**src/rtl/instruction_fetch_if.sv**
```systemverilog
// Signal bundle between the fetch stage and its neighbours:
// the instruction memory, the decode stall and the execute redirect/training path.
interface instruction_fetch_if;
  logic [31:0] imem_addr_o;
  logic [31:0] imem_data_i;
  logic        load_stall_if_i;
  logic        redirect_ex_i;
  logic [31:0] redirect_pc_ex_i;
  logic        branch_update_ex_i;
  logic [31:0] branch_pc_ex_i;
  logic        branch_taken_ex_i;
  logic [31:0] branch_target_ex_i;
  logic [31:0] fetched_instruction_if_o;
  logic [31:0] pc_if_o;
  logic [31:0] btb_predicted_pc_if_o;
  logic        branch_is_taken_prediction_if_o;

  modport slave (
    output imem_addr_o,
    input  imem_data_i,
    input  load_stall_if_i,
    input  redirect_ex_i,
    input  redirect_pc_ex_i,
    input  branch_update_ex_i,
    input  branch_pc_ex_i,
    input  branch_taken_ex_i,
    input  branch_target_ex_i,
    output fetched_instruction_if_o,
    output pc_if_o,
    output btb_predicted_pc_if_o,
    output branch_is_taken_prediction_if_o
  );

  modport master (
    input  imem_addr_o,
    output imem_data_i,
    output load_stall_if_i,
    output redirect_ex_i,
    output redirect_pc_ex_i,
    output branch_update_ex_i,
    output branch_pc_ex_i,
    output branch_taken_ex_i,
    output branch_target_ex_i,
    input  fetched_instruction_if_o,
    input  pc_if_o,
    input  btb_predicted_pc_if_o,
    input  branch_is_taken_prediction_if_o
  );
endinterface

```
**src/rtl/instruction_fetch.sv**
```systemverilog
// Fetch stage: PC register, direct-mapped BTB with 2-bit counters, and the IF/ID
// pipeline register. Execute redirects override decode stalls.
module instruction_fetch #(
  parameter int unsigned BTB_ENTRIES = 16,
  parameter logic [31:0] RESET_PC    = 32'h0000_0000
) (
  input logic               clk_i,
  input logic               rst_i,
  instruction_fetch_if.slave bus
);
  localparam int unsigned IDX_W = $clog2(BTB_ENTRIES);
  localparam int unsigned TAG_W = 32 - IDX_W - 2;

  localparam logic [31:0] BUBBLE_INSTR = 32'h0000_0013;
  localparam logic [31:0] BUBBLE_PC    = 32'hFFFF_FFFC;

  function automatic logic [1:0] sat_inc(input logic [1:0] c);
    if (c == 2'b11) return 2'b11;
    else            return c + 2'b01;
  endfunction

  function automatic logic [1:0] sat_dec(input logic [1:0] c);
    if (c == 2'b00) return 2'b00;
    else            return c - 2'b01;
  endfunction

  logic             valid_q  [BTB_ENTRIES];
  logic [TAG_W-1:0] tag_q    [BTB_ENTRIES];
  logic [31:0]      target_q [BTB_ENTRIES];
  logic [1:0]       ctr_q    [BTB_ENTRIES];

  logic [31:0] pc_q, pc_d;
  logic [31:0] instr_q, instr_d;
  logic [31:0] pc_if_q, pc_if_d;
  logic [31:0] npc_if_q, npc_if_d;
  logic        pred_if_q, pred_if_d;

  logic [IDX_W-1:0] look_idx_s;
  logic             look_hit_s;
  logic             pred_taken_s;
  logic [31:0]      pred_next_s;

  logic [IDX_W-1:0] upd_idx_s;
  logic             upd_hit_s;
  logic             upd_ctr_we_s;
  logic             upd_tgt_we_s;
  logic [1:0]       upd_ctr_s;

  logic unused_s;
  assign unused_s = ^{bus.redirect_pc_ex_i[1:0], bus.branch_pc_ex_i[1:0]};

  // Lookup always reads the pre-update array contents.
  always_comb begin
    look_idx_s   = pc_q[IDX_W+1:2];
    look_hit_s   = valid_q[look_idx_s] && (tag_q[look_idx_s] == pc_q[31:IDX_W+2]);
    pred_taken_s = look_hit_s && ctr_q[look_idx_s][1];
    if (pred_taken_s) pred_next_s = target_q[look_idx_s];
    else              pred_next_s = pc_q + 32'd4;
  end

  // Next PC selection: redirect beats stall beats prediction.
  always_comb begin
    if (bus.redirect_ex_i)        pc_d = {bus.redirect_pc_ex_i[31:2], 2'b00};
    else if (bus.load_stall_if_i) pc_d = pc_q;
    else                          pc_d = pred_next_s;
  end

  // IF/ID next state.
  always_comb begin
    instr_d   = instr_q;
    pc_if_d   = pc_if_q;
    npc_if_d  = npc_if_q;
    pred_if_d = pred_if_q;
    if (rst_i || bus.redirect_ex_i) begin
      instr_d   = BUBBLE_INSTR;
      pc_if_d   = BUBBLE_PC;
      npc_if_d  = 32'h0000_0000;
      pred_if_d = 1'b0;
    end else if (bus.load_stall_if_i) begin
      instr_d   = instr_q;
      pc_if_d   = pc_if_q;
      npc_if_d  = npc_if_q;
      pred_if_d = pred_if_q;
    end else begin
      instr_d   = bus.imem_data_i;
      pc_if_d   = pc_q;
      npc_if_d  = pred_next_s;
      pred_if_d = pred_taken_s;
    end
  end

  // PC and IF/ID registers.
  always_ff @(posedge clk_i) begin
    if (rst_i) pc_q <= RESET_PC;
    else       pc_q <= pc_d;
    instr_q   <= instr_d;
    pc_if_q   <= pc_if_d;
    npc_if_q  <= npc_if_d;
    pred_if_q <= pred_if_d;
  end

  // Predictor training decision for the branch resolved in execute.
  always_comb begin
    upd_idx_s    = bus.branch_pc_ex_i[IDX_W+1:2];
    upd_hit_s    = valid_q[upd_idx_s] && (tag_q[upd_idx_s] == bus.branch_pc_ex_i[31:IDX_W+2]);
    upd_ctr_we_s = 1'b0;
    upd_tgt_we_s = 1'b0;
    upd_ctr_s    = ctr_q[upd_idx_s];
    if (!bus.branch_update_ex_i) begin
      upd_ctr_we_s = 1'b0;
    end else if (upd_hit_s) begin
      upd_ctr_we_s = 1'b1;
      if (bus.branch_taken_ex_i) begin
        upd_ctr_s    = sat_inc(ctr_q[upd_idx_s]);
        upd_tgt_we_s = 1'b1;
      end else begin
        upd_ctr_s    = sat_dec(ctr_q[upd_idx_s]);
      end
    end else if (bus.branch_taken_ex_i) begin
      upd_ctr_we_s = 1'b1;
      upd_tgt_we_s = 1'b1;
      upd_ctr_s    = 2'b10;
    end else begin
      upd_ctr_we_s = 1'b0;
    end
  end

  // Valid bits are the only predictor state that needs clearing on reset.
  always_ff @(posedge clk_i) begin
    if (rst_i) begin
      for (int i = 0; i < BTB_ENTRIES; i++) valid_q[i] <= 1'b0;
    end else if (upd_tgt_we_s) begin
      valid_q[upd_idx_s] <= 1'b1;
    end
  end

  // Tag, target and counter arrays.
  always_ff @(posedge clk_i) begin
    if (!rst_i) begin
      if (upd_ctr_we_s) ctr_q[upd_idx_s] <= upd_ctr_s;
      if (upd_tgt_we_s) begin
        tag_q[upd_idx_s]    <= bus.branch_pc_ex_i[31:IDX_W+2];
        target_q[upd_idx_s] <= bus.branch_target_ex_i;
      end
    end
  end

  assign bus.imem_addr_o                     = pc_q;
  assign bus.fetched_instruction_if_o        = instr_q;
  assign bus.pc_if_o                         = pc_if_q;
  assign bus.btb_predicted_pc_if_o           = npc_if_q;
  assign bus.branch_is_taken_prediction_if_o = pred_if_q;
endmodule

```
**src/flat_wrapper.sv**
```systemverilog
// flat-port wrapper written by rule: the top's interface ports become plain ports
module instruction_fetch_flat 
#(
  parameter int unsigned BTB_ENTRIES = 16,
  parameter logic [31:0] RESET_PC    = 32'h0000_0000
)
  (clk_i, rst_i, bus_imem_addr_o, bus_imem_data_i, bus_load_stall_if_i, bus_redirect_ex_i, bus_redirect_pc_ex_i, bus_branch_update_ex_i, bus_branch_pc_ex_i, bus_branch_taken_ex_i, bus_branch_target_ex_i, bus_fetched_instruction_if_o, bus_pc_if_o, bus_btb_predicted_pc_if_o, bus_branch_is_taken_prediction_if_o);
  instruction_fetch_if bus_i ();
  input logic clk_i;
  input logic rst_i;
  output wire logic [$bits(bus_i.imem_addr_o)-1:0] bus_imem_addr_o;
  input wire logic [$bits(bus_i.imem_data_i)-1:0] bus_imem_data_i;
  input wire logic [$bits(bus_i.load_stall_if_i)-1:0] bus_load_stall_if_i;
  input wire logic [$bits(bus_i.redirect_ex_i)-1:0] bus_redirect_ex_i;
  input wire logic [$bits(bus_i.redirect_pc_ex_i)-1:0] bus_redirect_pc_ex_i;
  input wire logic [$bits(bus_i.branch_update_ex_i)-1:0] bus_branch_update_ex_i;
  input wire logic [$bits(bus_i.branch_pc_ex_i)-1:0] bus_branch_pc_ex_i;
  input wire logic [$bits(bus_i.branch_taken_ex_i)-1:0] bus_branch_taken_ex_i;
  input wire logic [$bits(bus_i.branch_target_ex_i)-1:0] bus_branch_target_ex_i;
  output wire logic [$bits(bus_i.fetched_instruction_if_o)-1:0] bus_fetched_instruction_if_o;
  output wire logic [$bits(bus_i.pc_if_o)-1:0] bus_pc_if_o;
  output wire logic [$bits(bus_i.btb_predicted_pc_if_o)-1:0] bus_btb_predicted_pc_if_o;
  output wire logic [$bits(bus_i.branch_is_taken_prediction_if_o)-1:0] bus_branch_is_taken_prediction_if_o;
  assign bus_imem_addr_o = bus_i.imem_addr_o;
  assign bus_i.imem_data_i = bus_imem_data_i;
  assign bus_i.load_stall_if_i = bus_load_stall_if_i;
  assign bus_i.redirect_ex_i = bus_redirect_ex_i;
  assign bus_i.redirect_pc_ex_i = bus_redirect_pc_ex_i;
  assign bus_i.branch_update_ex_i = bus_branch_update_ex_i;
  assign bus_i.branch_pc_ex_i = bus_branch_pc_ex_i;
  assign bus_i.branch_taken_ex_i = bus_branch_taken_ex_i;
  assign bus_i.branch_target_ex_i = bus_branch_target_ex_i;
  assign bus_fetched_instruction_if_o = bus_i.fetched_instruction_if_o;
  assign bus_pc_if_o = bus_i.pc_if_o;
  assign bus_btb_predicted_pc_if_o = bus_i.btb_predicted_pc_if_o;
  assign bus_branch_is_taken_prediction_if_o = bus_i.branch_is_taken_prediction_if_o;
  instruction_fetch #(.BTB_ENTRIES(BTB_ENTRIES), .RESET_PC(RESET_PC)) u_core (.clk_i(clk_i), .rst_i(rst_i), .bus(bus_i));
endmodule
```
**config.mk**
```make
export PLATFORM = sky130hd
export DESIGN_NAME = instruction_fetch_flat
export DESIGN_NICKNAME = d
export VERILOG_FILES = /design/src/rtl/instruction_fetch_if.sv /design/src/rtl/instruction_fetch.sv /design/src/flat_wrapper.sv
export SDC_FILE = /design/constraint.sdc
export NUM_CORES = 1
export LEC_CHECK = 0
export BUFFER_PORTS_ARGS = -buffer_cell sky130_fd_sc_hd__buf_4
export CORE_MARGIN = 2
export CORE_UTILIZATION = 31
export DETAILED_ROUTE_END_ITERATION = 10
export PLACE_DENSITY_LB_ADDON = 0.2
export SLEW_MARGIN = 20
export SYNTH_ARGS = -nofsm -noshare
export SYNTH_HDL_FRONTEND = slang
export SYNTH_SLANG_ARGS = --single-unit
```
**constraint.sdc**
```tcl
create_clock -name clk_i -period 14.6 [get_ports clk_i]
set_input_delay 4.38 -clock clk_i [delete_from_list [all_inputs] [get_ports clk_i]]
set_output_delay 4.38 -clock clk_i [all_outputs]
set_load 0.02 [all_outputs]
```
=== Word level (Yosys, flattened, before mapping) ===
Memory sizes are Yosys's and may differ from the RTL's. A register that Yosys moved wholly into a read port is not among the register bits.
Cells that the tools add are included.

* Memories kept: 4
* Bits in writable memories: 976
* Flip-flop bits (word level): 129
* Logic and storage cells: 56
* Input port bits: 134

* Eq/ne operators: 4
* Reduce and logical (&&, ||, !) cells: 7
* Muxes and demuxes: 32
* $add $sub $neg: 3

{| class="wikitable"
|+ Memory list
! memory !! depth !! bits a word !! rd ports !! clocked after memory_dff !! write ports !! line !! text
|-
| u_core.target_q || 16 || 32 || 1 || 1 || 1 || instruction_fetch.sv:29 || <nowiki>logic [31:0] target_q [BTB_ENTRIES];</nowiki>
|-
| u_core.tag_q || 16 || 26 || 2 || 1 || 1 || instruction_fetch.sv:28 || <nowiki>logic [TAG_W-1:0] tag_q [BTB_ENTRIES];</nowiki>
|-
| u_core.ctr_q || 16 || 2 || 2 || 1 || 1 || instruction_fetch.sv:30 || <nowiki>logic [1:0] ctr_q [BTB_ENTRIES];</nowiki>
|-
| u_core.valid_q || 16 || 1 || 2 || 1 || 16 || instruction_fetch.sv:27 || <nowiki>logic valid_q [BTB_ENTRIES];</nowiki>
|}

{| class="wikitable"
|+ Operators by type and width
! kind !! number
|-
| two-way mux 32 bit || 3
|-
| == test 26 bit || 2
|-
| two-way mux 4 bit || 9
|-
| adder 32 x 3 -> 32 bit (second input constant) || 1
|-
| two-way mux 1 bit || 14
|-
| two-way mux 2 bit || 6
|-
| logical AND 1 bit || 3
|-
| adder 2 x 1 -> 2 bit (second input constant) || 1
|-
| == test 2 bit (second input constant) || 1
|-
| logical NOT 2 bit || 1
|-
| inequality test 2 x 1 -> 1 bit (second input constant) || 1
|-
| OR reduction 2 bit || 1
|-
| subtractor 2 x 1 -> 2 bit (second input constant) || 1
|-
| logical OR 1 bit || 1
|-
| OR reduction 1 bit || 1
|}

=== Longest topological paths before layout ===
Gate-level depths: netlist (run 1).

* Depth in word-level cells: 8
* Gate-level depth with buffers: 15
* Mapped depth without buffers: 9

=== Worst setup path after synthesis (run 1) ===
No wires, ideal clock.

* Path kind: input to register
* Start: input bus_branch_pc_ex_i[4]
* End: memory u_core.tag_q[4][0] (netlist bit) (enable)
* Setup slack: 5.642 ns
* Arrival time: 8.484 ns
* Stages: 6
* Data required time: 14.126 ns
* Library setup time: 0.474 ns
* Cell sequence: clkbuf_1 -> clkbuf_1 -> nand2b_1 -> or3_1 -> clkbuf_1 -> nor2_1

{| class="wikitable"
|+ RTL lines
! element !! line !! text
|-
| from (decl) || flat_wrapper.sv:17 || <nowiki>input wire logic [$bits(bus_i.branch_pc_ex_i)-1:0] bus_branch_pc_ex_i;</nowiki>
|-
| to (decl) || instruction_fetch.sv:28 ||
|}

Straight into the memory's write port.

=== Worst setup path after layout (run 1) ===
* Start: input bus_branch_pc_ex_i[2]
* End: memory u_core.ctr_q[1][0] (enable)

* Word-level cells in the longest chain between the ends: 8
* Elaborated cells between the ends (all ways): 9

{| class="wikitable"
|+ Ends and longest elaborated chain
! element !! line !! text
|-
| memory (16 x 26 bit) || n/a ||
|-
| == test 26 bit || instruction_fetch.sv:105 || <nowiki>upd_hit_s = valid_q[upd_idx_s] && (tag_q[upd_idx_s] == bus.branch_pc_ex_i[31:IDX_W+2]);</nowiki>
|-
| logical AND 1 bit || instruction_fetch.sv:105 ||
|-
| two-way mux 1 bit || instruction_fetch.sv:111 || <nowiki>end else if (upd_hit_s) begin</nowiki>
|-
| two-way mux 1 bit || instruction_fetch.sv:109 || <nowiki>if (!bus.branch_update_ex_i) begin</nowiki>
|-
| two-way mux 1 bit || instruction_fetch.sv:140 || <nowiki>if (upd_ctr_we_s) ctr_q[upd_idx_s] <= upd_ctr_s;</nowiki>
|-
| two-way mux 1 bit || instruction_fetch.sv:139 || <nowiki>if (!rst_i) begin</nowiki>
|-
| two-way mux 1 bit (not written as such) || instruction_fetch.sv:140 ||
|-
| to (decl) || instruction_fetch.sv:30 ||
|}

Several ways; a longest one is shown, not always the timed one.

==> metrics, run 1 <==
Die ar. 0.155 mm2; PortBufs 258; DR vias/cell 5.47; setup_tns 0 ns; critical path launch point type input port; Post-Route WL 150 mm; final period utilization 62.1%; actual slew at the worst max-slew pin 1.16 ns; CTS tree done; Hold Vio Cnt, Final 0; WL/cell 30.6 um; Rel. slew slack 22.5%; drt drc 0; area of the core 0.150 mm2; Synth Flop Type edfxtp_1; CTS Hold Bufs 0; Worst-path clk slew 0.06 ns; worst slack, placed 4.94 ns; 1st-iter DRT viols 2,800; Pwr per Cell Area 129 mW/mm2; global-route wire length before repair 209 mm; Worst Path Required 14.93 ns; GRT overflow 0; vias in the first global route 27,539; unrepaired setup endpoints after global routing no; Cell Chain, Critical Path clkbuf_8 > buf_12 > mux4_2 > mux4_2 > xnor2_1 > nand4_1 > nor4_1 > a31oi_1 > or2_2 > nor4_1; nets 2,904; Synth cell types 69; DR vias 26,792; Period minus WS final 9.06 ns; Post-CTS Resized 0; EDFF count, synth 960; Clock Tree Root clkbuf_16; antenna-violating nets left 0; Final Max Slew Viols 0; Clock Skew 0.0642 ns; layout cells sized above 1 33.4%; H-tree depth 3; Mapped Area 0.0469 mm2; final setup violation count 0; Max Cap Violations 0; worst r2r path cells 10; CP max FO 92; Total GRT Usage 19.2%; status complete, no violations; total clock buffers created by CTS 121; Ports 263; mean post-synth cell area 18.8 um2; CP max stage cell nor4_1; CTS Buffer Depth 3; antenna violations before repair 15; crit path DAT 9.40 ns; Post-CTS Setup Bufs 0; Initial Util 31.3%; half-perimeter wire length after placement 90.2 mm; post-placement cell area 0.0513 mm2; #FFs+latches synth 1,107; Pre-antenna DRT Iters 7; die span in x 393 um; Yosys Warn Count 0; chip height 393 um; final worst slack 5.54 ns; final instance area 0.0553 mm2; post-synthesis instance total 2,495; Core Rows 142; Placer Congestion 0.801; Mapped Nets 2,630; endpoint class of the critical path register; hold path cells 2; worst vdd ir 98.2 uV; Seq/Total Area, Yosys 67.7%; Fmax 0.110 GHz; largest net degree at the start of global routing 121; Worst Hold Class reg2reg; async set-reset flop share out of synthesis 0%; Clock Latency Late Sink 0.76 ns; CTS sink cnt 1,107; Layout area overhead 17.7%; largest stage delay on the critical path 0.64 ns; Pleak 17.7 nW; crit path kind in2reg
-- kinds of logic (layout without fill, tap and decap cells) --
group | count (synthesis) | count (layout) | synth area share, %
compound gates | 197 | 197 | 3.16
xor+xnor | 75 | 75 | 1.40
fa+ha+maj | 1 | 1 | 0.0266
buf+inv | 201 | 583 | 1.97
flops | 1107 | 1107 | 67.7
mux | 499 | 499 | 21.3
other cells | 0 | 3 | 0
simple gates | 415 | 415 | 4.47
-- flip-flops by register name, summed over array words and instances, names as in the netlist, named ones only --
signal,flops
u_core.bus.branch_is_taken_prediction_if_o,1
u_core.bus.pc_if_o,32
u_core.ctr_q,32
u_core.bus.btb_predicted_pc_if_o,30
u_core.tag_q,416
u_core.bus.fetched_instruction_if_o,32
u_core.bus.imem_addr_o,30
u_core.target_q,512
u_core.valid_q,16
-- routing by layer --
layer	GRT usage (%)	up-vias	part of all wire, %
met1	26.4	14451	42
met4	5.54	10	2.6
met5	0	-	0.043
li1	-	10964	-
met2	31.1	1157	48
met3	3.58	210	7.6
-- layout make-up --
class,count,area (um2)
Inverter,24,91.3
Multi-Input combinational cell,1187,14400
Clock inverter,80,698
Sequential cell,1107,31800
Tap cell,2016,2520
Clock buffer,151,3270
Fill cell,13828,94900
Timing Repair Buffer,328,2490
Antenna cell,3,7.51
-- layout by cell type (no fill, tap or decap), types with 14 or more instances in the layout --
| cell | instances |
|---|---|
| edfxtp_1 | 960 |
| mux4_2 | 388 |
| buf_4 | 325 |
| dfxtp_1 | 144 |
| nand2_1 | 137 |
| clkbuf_16 | 123 |
| mux2i_1 | 100 |
| nand3_1 | 56 |
| xnor2_1 | 54 |
| nor2_1 | 49 |
| a22oi_1 | 40 |
| clkinv_2 | 32 |
| clkinv_1 | 25 |
| nor4_1 | 24 |
| inv_1 | 22 |
| o22ai_1 | 21 |
| xor2_1 | 21 |
| clkbuf_1 | 19 |
| o21ai_0 | 18 |
| nand4_1 | 18 |
| nor2_4 | 18 |
| a21oi_1 | 18 |
| nor3_1 | 17 |
| a221oi_1 | 16 |
| or4_1 | 15 |
| o211ai_1 | 14 |
-- where the power goes --
part           leakage (nW)  internal (mW)  switching, mW
sequential             9.83           3.47         0.0399
clock                  1.95           1.74           1.29
combinational          5.90          0.253          0.342
total                  17.7           5.47           1.68
-- stage by stage --
| stage | hold WS (ns) | std cells | util [%] | power [mW] |
|---|---|---|---|---|
| floorplan | 0.450 | 2495 | - | 3.92 |
| global placement | 0.458 | 4662 | 34.2 | 4.16 |
| detailed placement | 0.455 | 4662 | 34.2 | 4.17 |
| CTS | 0.469 | 4893 | 36.8 | 7.21 |
| global route | 0.498 | 4894 | 36.8 | 7.37 |
| finish | 0.464 | 4896 | 36.8 | 7.14 |
-- critical path, delay by kind of cell --
kind / cells / cell delay, ns
simple gates: 4 / 1.83
mux: 2 / 1.10
buf+inv: 2 / 0.92
xor+xnor: 1 / 0.61
compound gates: 1 / 0.35
-- synthesized netlist by cell type (11+ instances only) --
master    count  area share, %
or4_1        15           0.24
nand3_1      56           0.60
nand2_1     137            1.1
xor2_1       21           0.39
nand4_1      18           0.24
dfxtp_1     147            6.3
inv_1        22           0.18
nor2_1       67           0.54
nand2b_1     11           0.15
nor4_1       24           0.32
and2_1       12           0.16
edfxtp_1    960             61
o211ai_1     14           0.22
buf_1        20           0.16
buf_2        25           0.27
nor3_1       17           0.18
buf_6        13           0.31
buf_4        11           0.18
a22oi_1      40           0.64
o21ai_0      18           0.19
and3_1       11           0.15
a21oi_1      18           0.19
xnor2_1      54            1.0
o22ai_1      21           0.28
mux4_2      388             19
mux2i_1     100            2.1
clkbuf_1    107           0.86
a221oi_1     16           0.30
-- final timing paths --
kind | startpoint | end | slack [ns]
setup / recovery | bus_branch_pc_ex_i[2] | u_core.ctr_q[1][0]$_DFFE_PP_ | 5.54
hold / removal | u_core.bus.btb_predicted_pc_if_o[27]$_SDFFE_PP0N_ | u_core.bus.btb_predicted_pc_if_o[27]$_SDFFE_PP0N_ | 0.46
setup reg to reg | register | register | 9.00
hold reg to reg | u_core.bus.btb_predicted_pc_if_o[27]$_SDFFE_PP0N_ | u_core.bus.btb_predicted_pc_if_o[27]$_SDFFE_PP0N_ | 0.46
(Power assumes the default switching activity.)
==> run 2: changes to the inputs <==
==> constraint.sdc (replaced) <==
create_clock -name clk_i -period 9.4 [get_ports clk_i]
set_input_delay 2.82 -clock clk_i [delete_from_list [all_inputs] [get_ports clk_i]]
set_output_delay 2.82 -clock clk_i [all_outputs]
set_load 0.02 [all_outputs]
==> metrics, run 2 (synthesis results as in run 1) <==
Hold Slack 0.472 ns (was 0.464 ns); Post-CTS Setup Bufs 0 (unchanged); Worst-path clk slew 0.06 ns (about the same); crit path DAT 7.37 ns (was 9.40 ns); nets 2,906 (was 2,904); GRT overflow 0 (unchanged); chip height 393 um (unchanged); met3 GRT Util 4.05% (was 3.58%); global-route wire length before repair 210 mm (was 209 mm); Worst Path Required 9.76 ns (was 14.93 ns); CTS Buffer Depth 3 (unchanged); CTS sink cnt 1,107 (unchanged); Ports 263 (unchanged); Post-Route WL 150 mm (about the same); CTS Hold Bufs 0 (unchanged); Max Cap Violations 0 (unchanged); Post-CTS Resized 0 (unchanged); Placer Congestion 0.810 (was 0.801); Top reg by flops u_core.target_q (unchanged); Final Max Slew Viols 0 (unchanged); Rel. slew slack 20.0% (was 22.5%); CP max FO 58 (was 92); Hold Vio Cnt, Final 0 (unchanged); Clock Skew 0.0606 ns (was 0.0642 ns); Die ar. 0.155 mm2 (unchanged); DR vias/cell 5.46 (was 5.47); status complete, no violations (unchanged); layout cells sized above 1 33.0% (was 33.4%); Multi-input gate area 0.0144 mm2 (about the same); Register Area 0.0318 mm2 (unchanged); critical path launch point type input port (unchanged); unrepaired setup endpoints after global routing no (unchanged); area of the core 0.150 mm2 (unchanged); worst vdd ir 172 uV (was 98.2 uV); WL/cell 30.6 um (about the same); hold path cells 2 (unchanged); GR Util met1 26.5% (was 26.4%); Layout area overhead 17.6% (was 17.7%); DR vias 26,738 (was 26,792); Total GRT Usage 19.2% (about the same); CTS tree done (unchanged); Pleak 17.6 nW (was 17.7 nW); H-tree depth 3 (unchanged); Core Rows 142 (unchanged); final setup violation count 0 (unchanged); drt drc 0 (unchanged); commonest non-fill, non-tap cell in the layout edfxtp_1 (unchanged); Period minus WS final 7.01 ns; largest net degree at the start of global routing 99 (was 121); endpoint class of the critical path register (unchanged); half-perimeter wire length after placement 92.0 mm (was 90.2 mm); vias in the first global route 27,733 (was 27,539); fill count 13,910 (was 13,828); Hold Path End u_core.bus.btb_predicted_pc_if_o[28]$_SDFFE_PP0N_ (was u_core.bus.btb_predicted_pc_if_o[27]$_SDFFE_PP0N_); Initial Util 31.3% (unchanged); antenna-violating nets left 0 (unchanged); Worst Hold Class reg2reg (unchanged); Clock Tree Root clkbuf_16 (unchanged); 1st-iter DRT viols 2,682 (was 2,800); total clock buffers created by CTS 119 (was 121); Pre-antenna DRT Iters 8 (was 7); GR Util met2 30.9% (was 31.1%); final period utilization 74.6%; actual slew at the worst max-slew pin 1.19 ns (was 1.16 ns); Clock Latency Late Sink 0.77 ns (was 0.76 ns); crit path kind in2reg (unchanged); Largest regs u_core.target_q x512, u_core.tag_q x416 (unchanged); Fmax 0.143 GHz; worst r2r path cells 10 (unchanged); PortBufs 258 (unchanged); GRT Max-Usage Layer met2 (unchanged); antenna violations before repair 18 (was 15); setup_tns 0 ns (unchanged); hold path start u_core.bus.btb_predicted_pc_if_o[28]$_SDFFE_PP0N_ (was u_core.bus.btb_predicted_pc_if_o[27]$_SDFFE_PP0N_); Pwr per Cell Area 198 mW/mm2 (was 129 mW/mm2); die span in x 393 um (unchanged); max reg flops 512 (unchanged); most frequent cells in the layout 960 x edfxtp_1, 388 x mux4_2, 323 x buf_4 (was 960 x edfxtp_1, 388 x mux4_2, 325 x buf_4); reg2reg setup slack 3.84 ns (was 9.00 ns)
-- run 2: cell types whose count changed in the layout (fill, tap and decap cells not counted), sizes merged --
cell      previous run  this run
buf                327       331
clkbuf             152       142
clkinvlp             6        11
bufinv               9         7
clkinv              63        61
inv                 26        29
-- run 2: worst max-delay path by stage --
stage / slack (ns) / cells after the start / end / start
3_3_place_gp: 1.74 / 10 / u_core.ctr_q[3][0]$_DFFE_PP_ / bus_branch_pc_ex_i[2]
3_5_place_dp: 1.63 / 10 / u_core.ctr_q[1][0]$_DFFE_PP_ / bus_branch_pc_ex_i[2]
5_1_grt: 2.09 / 10 / u_core.ctr_q[1][0]$_DFFE_PP_ / bus_branch_pc_ex_i[2]
6_report: 2.39 / 10 / u_core.ctr_q[1][0]$_DFFE_PP_ / bus_branch_pc_ex_i[2]
2_1_floorplan: 2.00 / 6 / u_core.tag_q[4][0]$_DFFE_PP_ / bus_branch_pc_ex_i[4]
4_1_cts: 2.42 / 10 / u_core.ctr_q[1][0]$_DFFE_PP_ / bus_branch_pc_ex_i[2]
-- run 2: final cells by class --
| type | instances | area share [%] |
|---|---|---|
| Tap cell | 2016 | 4.57 |
| Sequential cell | 1107 | 57.6 |
| Multi-Input combinational cell | 1187 | 26.1 |
| Timing Repair Buffer | 332 | 4.71 |
| Inverter | 24 | 0.165 |
| Clock inverter | 84 | 1.25 |
| Clock buffer | 141 | 5.62 |
| Antenna cell | 3 | 0.0136 |
-- run 2: power breakdown --
part / switching [mW] / leakage [nW] / internal, mW
logic: 0.527 / 5.93 / 0.395
registers: 0.0681 / 9.83 / 5.39
clock network: 2.00 / 1.83 / 2.55
total: 2.60 / 17.6 / 8.34
-- run 2: stage by stage --
| stage | instances | util, % | cell area [um2] | power, mW | setup slack (ns) |
|---|---|---|---|---|---|
| finish | 4894 | 36.8 | 55200 | 10.9 | 2.39 |
| global route | 4893 | 36.8 | 55200 | 11.3 | 2.09 |
| CTS | 4891 | 36.8 | 55200 | 11.0 | 2.42 |
| detailed placement | 4666 | 34.2 | 51400 | 6.49 | 1.63 |
| global placement | 4666 | 34.2 | 51400 | 6.47 | 1.74 |
| floorplan | 2495 | - | 46900 | 6.09 | 2.00 |
-- run 2: layer usage --
layer	share of wire [%]	vias to the layer above
li1	-	10959
met1	43	14329
met2	47	1190
met3	7.6	250
met4	2.6	10
met5	0.044	-
-- run 2: worst max-delay path, stage by stage --
cell and delay [ns]:
clkbuf_8 0.53, buf_4 0.47, mux4_2 0.56, mux4_2 0.49, xnor2_1 0.37, nand4_1 0.25
nor4_1 0.49, a31oi_1 0.33, or2_2 0.48, nor4_1 0.43
